[config.mk]
export PLATFORM = sky130hd
export DESIGN_NAME = hamming_receiver
export DESIGN_NICKNAME = d
export VERILOG_FILES = /design/src/rtl/hamming_receiver.sv
export SDC_FILE = /design/constraint.sdc
export NUM_CORES = 1
export LEC_CHECK = 0
export CAP_MARGIN = 20
export CORE_UTILIZATION = 60
export CTS_CLUSTER_SIZE = 10
export DETAILED_ROUTE_END_ITERATION = 8
export PLACE_DENSITY_LB_ADDON = 0.08
export REMOVE_ABC_BUFFERS = 1
export SYNTH_ARGS = -nofsm -noshare
export SYNTH_HDL_FRONTEND = slang
export SYNTH_SLANG_ARGS = --single-unit
[constraint.sdc]
create_clock -name clk -period 5.7 [get_ports clk]
set_input_delay 1.14 -clock clk [delete_from_list [all_inputs] [get_ports clk]]
set_output_delay 1.14 -clock clk [all_outputs]
set_load 0.01 [all_outputs]
[src/rtl/hamming_receiver.sv]
// ----------------------------------------------------------------------------
// hamming_receiver
//
// Serial receiver and decoder for extended-Hamming (16,11) codewords.
// Bits arrive one per enabled cycle, lowest codeword index first. When the
// sixteenth bit lands the whole word is captured, and on the following edge
// it is decoded (SEC-DED): single-bit errors are corrected, double-bit errors
// are flagged, and per-kind saturating error counters are updated.
//
// Ports:
//   clk           in   1   system clock, rising-edge active
//   reset         in   1   synchronous active-high reset
//   datain        in   1   serial codeword bit
//   enable        in   1   datain is sampled only when high
//   dataout       out  11  decoded data word
//   valid         out  1   one-cycle pulse marking a new decode result
//   err_corrected out  1   single-bit error corrected in current result
//   err_double    out  1   uncorrectable double-bit error in current result
//   err_pos       out  4   codeword index of corrected bit, 0 otherwise
//   corr_cnt      out  8   saturating count of corrected frames
//   dbl_cnt       out  8   saturating count of double-error frames
// ----------------------------------------------------------------------------
module hamming_receiver (
    input  logic        clk,
    input  logic        reset,
    input  logic        datain,
    input  logic        enable,
    output logic [10:0] dataout,
    output logic        valid,
    output logic        err_corrected,
    output logic        err_double,
    output logic [3:0]  err_pos,
    output logic [7:0]  corr_cnt,
    output logic [7:0]  dbl_cnt
);

    typedef enum logic {
        IDLE,
        RECV
    } state_t;

    state_t      state;
    logic [3:0]  bit_idx;
    logic [14:0] held;
    logic [15:0] capture;
    logic        pending;

    logic [3:0]  syndrome;
    logic        parity;
    logic [15:0] fixed;
    logic [10:0] dec_data;

    // Receive FSM. Bit 15 is never stored in the held register: it goes
    // straight into the capture word on the same edge, so the next frame can
    // start filling the held register on the very next enabled cycle.
    // Pending lasts exactly one cycle because decode always consumes it on
    // the following edge.
    always_ff @(posedge clk) begin
        if (reset) begin
            state   <= IDLE;
            bit_idx <= 4'd0;
            held    <= 15'd0;
            capture <= 16'd0;
            pending <= 1'b0;
        end else begin
            pending <= 1'b0;
            case (state)
                IDLE: begin
                    if (enable) begin
                        held    <= {14'd0, datain};
                        bit_idx <= 4'd1;
                        state   <= RECV;
                    end
                end
                RECV: begin
                    if (enable) begin
                        if (bit_idx == 4'd15) begin
                            capture <= {datain, held};
                            pending <= 1'b1;
                            bit_idx <= 4'd0;
                            state   <= IDLE;
                        end else begin
                            held[bit_idx] <= datain;
                            bit_idx       <= bit_idx + 4'd1;
                        end
                    end
                end
                default: begin
                    state   <= IDLE;
                    bit_idx <= 4'd0;
                end
            endcase
        end
    end

    // Syndrome is the XOR of the indices of all set bits 1..15; overall
    // parity covers all 16 bits. Odd parity means a single error sitting at
    // the syndrome index (index 0 being the overall parity bit itself). With
    // even parity the word is passed through unmodified, which gives the
    // uncorrected data for the double-error case.
    always_comb begin
        syndrome = 4'd0;
        for (int i = 1; i < 16; i++) begin
            if (capture[i]) begin
                syndrome = syndrome ^ 4'(i);
            end
        end
        parity = ^capture;
        fixed  = capture;
        if (parity) begin
            fixed[syndrome] = ~capture[syndrome];
        end
        dec_data = {fixed[15:9], fixed[7:5], fixed[3]};
    end

    // Decode stage: registers the result one edge after capture and emits
    // the valid pulse alongside it. Result fields hold until the next frame.
    always_ff @(posedge clk) begin
        if (reset) begin
            dataout       <= 11'd0;
            valid         <= 1'b0;
            err_corrected <= 1'b0;
            err_double    <= 1'b0;
            err_pos       <= 4'd0;
            corr_cnt      <= 8'd0;
            dbl_cnt       <= 8'd0;
        end else begin
            valid <= pending;
            if (pending) begin
                dataout       <= dec_data;
                err_corrected <= parity;
                err_double    <= !parity && (syndrome != 4'd0);
                err_pos       <= parity ? syndrome : 4'd0;
                if (parity && (corr_cnt != 8'hFF)) begin
                    corr_cnt <= corr_cnt + 8'd1;
                end
                if (!parity && (syndrome != 4'd0) && (dbl_cnt != 8'hFF)) begin
                    dbl_cnt <= dbl_cnt + 8'd1;
                end
            end
        end
    end

endmodule
==> results.md, run 1 <==
* Status: complete, but fails checks
* Failing checks: DRC
* Crit-path max FO at 12
* CP Capture Type: flip-flop
* First-pass GRT wire length at 14900 um
* Routed Wire Length at around 8800 um
* Initial antenna violation count at 0
* Max cap viols at 0
* Hpwl dp at approximately 6100 um
* DRC viols at 6
* Sequential area share after synthesis at 35.3%
* Initial core utilization at 62.7%
* DR vias/cell at around 5.9
* Clock Power Share at 42.9%
* Leak at 1.57 nW
* Ys async rst share at 0%
* Number of H-tree branching levels at 3
* Clk buf depth at 2
* Final period util at 53.0%
* Die ar. at 7040 sq um
* Minimum clock period after layout at 3.02 ns
* Critical Path RT at 5.93 ns
* RSZ-0062 raised after global routing: no
* Antenna diode count at 0
* Net count, final at just over 500
* Post-synthesis cell area at 4030 sq um
* Net Sw Frac at 23.6%
* Multi-input logic area at 2430 sq um
* Worst-skew pair later-pin latency at 0.35 ns
* Share of cells above drive strength 1 at between 8 and 9%
* Yosys reg bits at 71
* Die Width at ~84 um
* Num CTS Buffers at 9
* P&R area growth vs syn at 13.1%
* Top-Level Pins at 38
* Worst slew margin at 46.1%
* Fill count at about 520
* DR vias at 3446
* R2r setup slk at 2.68 ns
* Wire per inst at approximately 15 um
* Post-CTS Setup Bufs at 0
* Worst-Margin Slew at 0.803 ns
* P_int at 0.726 mW
* Clk sinks at 71
* Routability congestion estimate at between 0.8 and 0.9
* Share of power burned in registers at 53.1%
* Startpoint types: flip-flop
* Seq. cell area at 1420 sq um
* Primary FF master, synth: dfxtp_1
* PD cells at 209 nW/um^2
* Synth Instances at around 480
* Clk root buf: clkbuf_8
* Finish-stage setup viols at 0
* Worst Path Arrival at 3.26 ns
* Worst-path clk slew at about 0.08 ns
* Grt total ovfl at 0
* Clock skew at 0.00777 ns
* Setup TNS at 0 ns
* Rows at 29
* Largest net degree at the start of global routing at 45
* Comb pwr share at 4.0%
* Post-synth cell types at slightly below 60
* Post-synth EDFFs at 0
* WS Path Type: flip-flop to flip-flop
* Overall power at 0.950 mW
* Total GRT Usage at 26.1%
* Final antenna-violating net count at 0
* HP Class: flip-flop to flip-flop
* Die height at 83.9 um
* Cts repair resizes at 0
* DRT Pass-1 Iters at 7
* Buffers on Ports at 37
* Final slew viol count at 0
* Vias in the first global route at 3135
* Core area at 6420 sq um
* CTS tree: yes
* Final hold vios at 0
* Yosys warns at 0
* NetSw at around 0.22 mW
* Worst VDD drop at 0.198 mV
* CTS Hold Bufs at 0
* DR iter-0 viols at 297
* Mapped Avg Cell Area at 8.41 sq um
* Fmax achieved at 331 MHz
critical path: stages (launching register included):
cell and delay [ns]:
dfxtp_1 0.52, xnor2_4 0.21, xor2_2 0.54, xnor2_1 0.34
or2_1 0.41, a2111oi_1 0.53, mux2_1 0.36
cell families (layout without fill, tap and decap cells):
family	Yosys count	count (layout)	share of synthesized area (%)
AND/OR/NAND/NOR	192	192	22.4
AO/OA/AOI/OAI	113	113	18.1
flip-flops	71	71	35.3
buffers and inverters	39	63	4.38
XOR/XNOR	38	38	12.6
multiplexers	20	20	5.28
adder cells (fa/ha/maj)	6	6	1.86
cell type report:
type / instances / share of cell area, %
repair buffers: 39 / 8.35
clock inverters: 5 / 1.26
well taps: 77 / 2.11
flip-flops and latches: 71 / 31.2
clock buffers: 11 / 3.10
inverters: 8 / 0.659
multi-input cells: 369 / 53.3
power by group through the flow:
stage          clock, mW  sequential (mW)  combinational, mW
2_1_floorplan          0            0.515             0.0172
3_3_place_gp           0            0.516             0.0361
3_5_place_dp           0            0.516             0.0373
4_1_cts            0.413            0.504             0.0377
5_1_grt            0.434            0.505             0.0427
6_report           0.407            0.505             0.0385
per-stage QoR:
step,worst slack [ns],util (%),hold slack (ns),cell area [sq um],std cells
after floorplan,3.10,-,0.422,3880,448
after global placement,2.67,67.9,0.440,4360,564
after detailed placement,2.60,67.9,0.443,4360,564
after CTS,2.72,71.0,0.459,4560,580
after global routing,2.40,71.0,0.476,4560,580
final,2.68,71.0,0.456,4560,580
state kept, by name, summed over array words and instances, names as in the netlist, 4 cells and up:
signal,count
capture,16
bit_idx,4
dataout,11
dbl_cnt,8
corr_cnt,8
held,15
err_pos,4
placed cells by master (no fill, tap or decap), types with 7 or more instances in the layout:
cell type / Yosys / routed
mux2i_1: 10 / 10
nor2_1: 40 / 40
nand2_1: 77 / 77
xnor2_1: 19 / 19
o21ai_0: 17 / 17
inv_1: 8 / 8
nand4_1: 7 / 7
nand3_1: 20 / 20
dfxtp_1: 71 / 71
clkdlybuf4s50_1: 0 / 36
clkbuf_8: 0 / 10
a21oi_1: 52 / 52
nor2b_1: 14 / 14
a211oi_1: 7 / 7
worst paths after layout:
check	from	end	cells after the start
max reg2reg	capture[7]$_SDFFE_PP0P_	dbl_cnt[7]$_SDFFE_PP0P_	6
min	held[3]$_SDFFE_PP0P_	capture[3]$_SDFFE_PP0P_	2
max	capture[7]$_SDFFE_PP0P_	dbl_cnt[7]$_SDFFE_PP0P_	6
min reg2reg	held[3]$_SDFFE_PP0P_	capture[3]$_SDFFE_PP0P_	2
layer usage:
layer / vias up / wire length [um] / GRT usage, %
met4: 0 / 151 / 7.52
li1: 1725 / - / -
met1: 1601 / 3850 / 32.3
met3: 13 / 402 / 6.03
met5: - / 0 / 0
met2: 107 / 4370 / 45.2
cell usage after synthesis (6+ instances only):
library cell / instances / area (sq um)
o21ai_0: 17 / 85.1
a211oi_1: 7 / 52.6
nor2b_1: 14 / 87.6
a21oi_1: 52 / 260
ha_1: 6 / 75.1
nor2_1: 40 / 150
nand4_1: 7 / 43.8
mux2i_1: 10 / 100
nand2_1: 77 / 289
a311oi_1: 6 / 52.6
xnor2_2: 6 / 97.6
nand3_1: 20 / 100
clkbuf_1: 24 / 90.1
xnor2_1: 19 / 166
mux2_1: 6 / 67.6
dfxtp_1: 71 / 1420
inv_1: 8 / 30.0
(Power assumes the default switching activity.)
==> run 2, diff against run 1 <==
Settings changed: CORE_UTILIZATION 60 to 52.
Clock period 5.7 ns to 2.7 ns, I/O delays scaled along.
==> results.md, run 2 (synthesis results as in run 1) <==
* Status: finished clean (was complete, but fails checks)
* Final slew viol count at 0 (unchanged)
* DRT Pass-1 Iters at 4 (was 7)
* HP Class: flip-flop to flip-flop (unchanged)
* DRC viols at 0 (was 6)
* Wire per inst at 14.4 um (was 15.1 um)
* Fmax achieved at 395 MHz (was 331 MHz)
* Clk sinks at 71 (unchanged)
* Die height at 90.0 um (was 83.9 um)
* Most common cell after layout, fill and taps aside: nand2_1 (unchanged)
* RSZ-0062 raised after global routing: no (unchanged)
* Max cap viols at 0 (unchanged)
* DR iter-0 viols at 213 (was 297)
* Worst VDD drop at 0.258 mV (was 0.198 mV)
* Commonest cells after routing, fill and taps aside: nand2_1 (77), dfxtp_1 (71), a21oi_1 (52) (unchanged)
* Clk buf depth at 2 (unchanged)
* Initial core utilization at 54.7% (was 62.7%)
* Top flop regs: capture (16), held (15), dataout (11) (unchanged)
* Die Width at 90.0 um (was 83.9 um)
* Top-Level Pins at 38 (unchanged)
* Fin util at 64.4% (was 71.0%)
* Place WS at 0.118 ns (was 2.60 ns)
* Largest net degree at the start of global routing at 21 (was 45)
* Final period util at 93.7% (was 53.0%)
* Final antenna-violating net count at 0 (unchanged)
* Net count, final at 530 (was 508)
* Crit path cell chain: xnor2_4, xor3_2, buf_4, xnor2_1, nor2_1, nand2_1, o311a_1 (was xnor2_4, xor2_2, xnor2_1, or2_1, a2111oi_1, mux2_1)
* Slowest CP cell: xor3_2 (was xor2_2)
* Finish-stage setup viols at 0 (unchanged)
* Critical Path RT at 2.92 ns (was 5.93 ns)
* Placed cells at 608 (was 564)
* Num CTS Buffers at 9 (unchanged)
* Worst-Margin Slew at 0.783 ns (was 0.803 ns)
* CP max stage delay at 0.52 ns (was 0.54 ns)
* Number of H-tree branching levels at 3 (unchanged)
* CP Capture Type: flip-flop (unchanged)
* CTS Hold Bufs at 0 (unchanged)
* PD cells at 416 nW/um^2 (was 209 nW/um^2)
* Final hold vios at 0 (unchanged)
* Largest reg by FF count: capture (unchanged)
* Startpoint types: flip-flop (unchanged)
* Clock skew at 0.0109 ns (was 0.00777 ns)
* Clk root buf: clkbuf_8 (unchanged)
* Worst slew margin at 47.4% (was 46.1%)
* Hold slack at 0.456 ns (about the same)
* Rows at 31 (was 29)
* First-pass GRT wire length at 15100 um (was 14900 um)
* Share of cells above drive strength 1 at 12.0% (was 8.35%)
* Hold Path Origin: held[7]$_SDFFE_PP0P_ (was held[3]$_SDFFE_PP0P_)
* Total GRT Usage at 22.6% (was 26.1%)
* Hpwl dp at 6720 um (was 6090 um)
* Post-route cell area at 4750 sq um (was 4560 sq um)
* Die ar. at 8100 sq um (was 7040 sq um)
* Setup TNS at 0 ns (unchanged)
* Buffers on Ports at 37 (unchanged)
* Routability congestion estimate at 0.829 (was 0.831)
* Crit-path max FO at 6 (was 12)
* Routed Wire Length at 8970 um (was 8770 um)
* Vias in the first global route at 3182 (was 3135)
* Minimum clock period after layout at 2.53 ns (was 3.02 ns)
* Largest register FFs at 16 (unchanged)
* Non-filler cells, final at 624 (was 580)
* P&R area growth vs syn at 17.9% (was 13.1%)
* Worst-skew pair later-pin latency at 0.34 ns (was 0.35 ns)
* CTS tree: yes (unchanged)
* Reg2Reg Launch Point: capture[5]$_SDFFE_PP0P_ (was capture[7]$_SDFFE_PP0P_)
* Initial antenna violation count at 0 (unchanged)
* Worst Path Arrival at 2.75 ns (was 3.26 ns)
* DR vias/cell at 5.54 (was 5.94)
* Leak at 1.67 nW (was 1.57 nW)
* WS Path Type: flip-flop to flip-flop (unchanged)
* Overall power at 1.98 mW (was 0.950 mW)
* R2r setup slk at 0.17 ns (was 2.68 ns)
* Crit path from: capture[5]$_SDFFE_PP0P_ (was capture[7]$_SDFFE_PP0P_)
* Core area at 7370 sq um (was 6420 sq um)
* Grt total ovfl at 0 (unchanged)
* Placed cell area at 4550 sq um (was 4360 sq um)
* Antenna diode count at 0 (unchanged)
* Worst-path clk slew at 0.07 ns (was 0.08 ns)
* DR vias at 3454 (was 3446)
* Fin worst setup slack at 0.170 ns (was 2.68 ns)
==> run 2: power by group <==
| group | total (mW) | switching (mW) | leakage (nW) | internal [mW] |
|---|---|---|---|---|
| clock network | 0.828 | 0.376 | 0.0936 | 0.452 |
| logic | 0.0842 | 0.0531 | 1.01 | 0.0311 |
| registers | 1.07 | 0.0116 | 0.573 | 1.05 |
==> run 2: final cells by class <==
class / count / area, sq um
Timing Repair Buffer: 61 / 546
Tap cell: 99 / 124
Inverter: 8 / 30.0
Clock inverter: 3 / 42.5
Sequential cell: 71 / 1420
Clock buffer: 13 / 149
Multi-Input combinational cell: 369 / 2440
Fill cell: 676 / 2620
==> run 2: worst paths after layout <==
| check | end | cells past startpoint |
|---|---|---|
| worst max register to register | dataout[6]$_SDFFE_PP0P_ | 7 |
| worst min register to register | held[7]$_SDFFE_PP0P_ | 2 |
| worst min-delay path | held[7]$_SDFFE_PP0P_ | 2 |
| worst max-delay path | dataout[6]$_SDFFE_PP0P_ | 7 |
==> run 2: critical path: cells and delay by family, from the launching register on <==
family | cells | cell delay, ns
and+or+nand+nor | 2 | 0.54
xor gates and xnor gates | 3 | 0.88
AOI/OAI and AO/OA | 1 | 0.34
DFF | 1 | 0.46
buffers and inverters | 1 | 0.18
==> run 2: what timing repair did <==
action / 4_1_cts / 5_1_grt
setup endpoints to repair: 0 / 4
buffers inserted: 0 / 0
endpoints found under the hold margin: 0 / 0
gates resized for setup: 0 / 1
==> run 2: layer usage <==
layer / wire length (um) / part of all wire, % / GRT usage, % / up-vias
met4: 130 / 1.4 / 7.66 / 0
met3: 366 / 4.1 / 5.41 / 13
met1: 4050 / 45 / 26.9 / 1598
met5: 0 / 0 / 0 / -
li1: - / - / - / 1768
met2: 4430 / 49 / 39.8 / 75
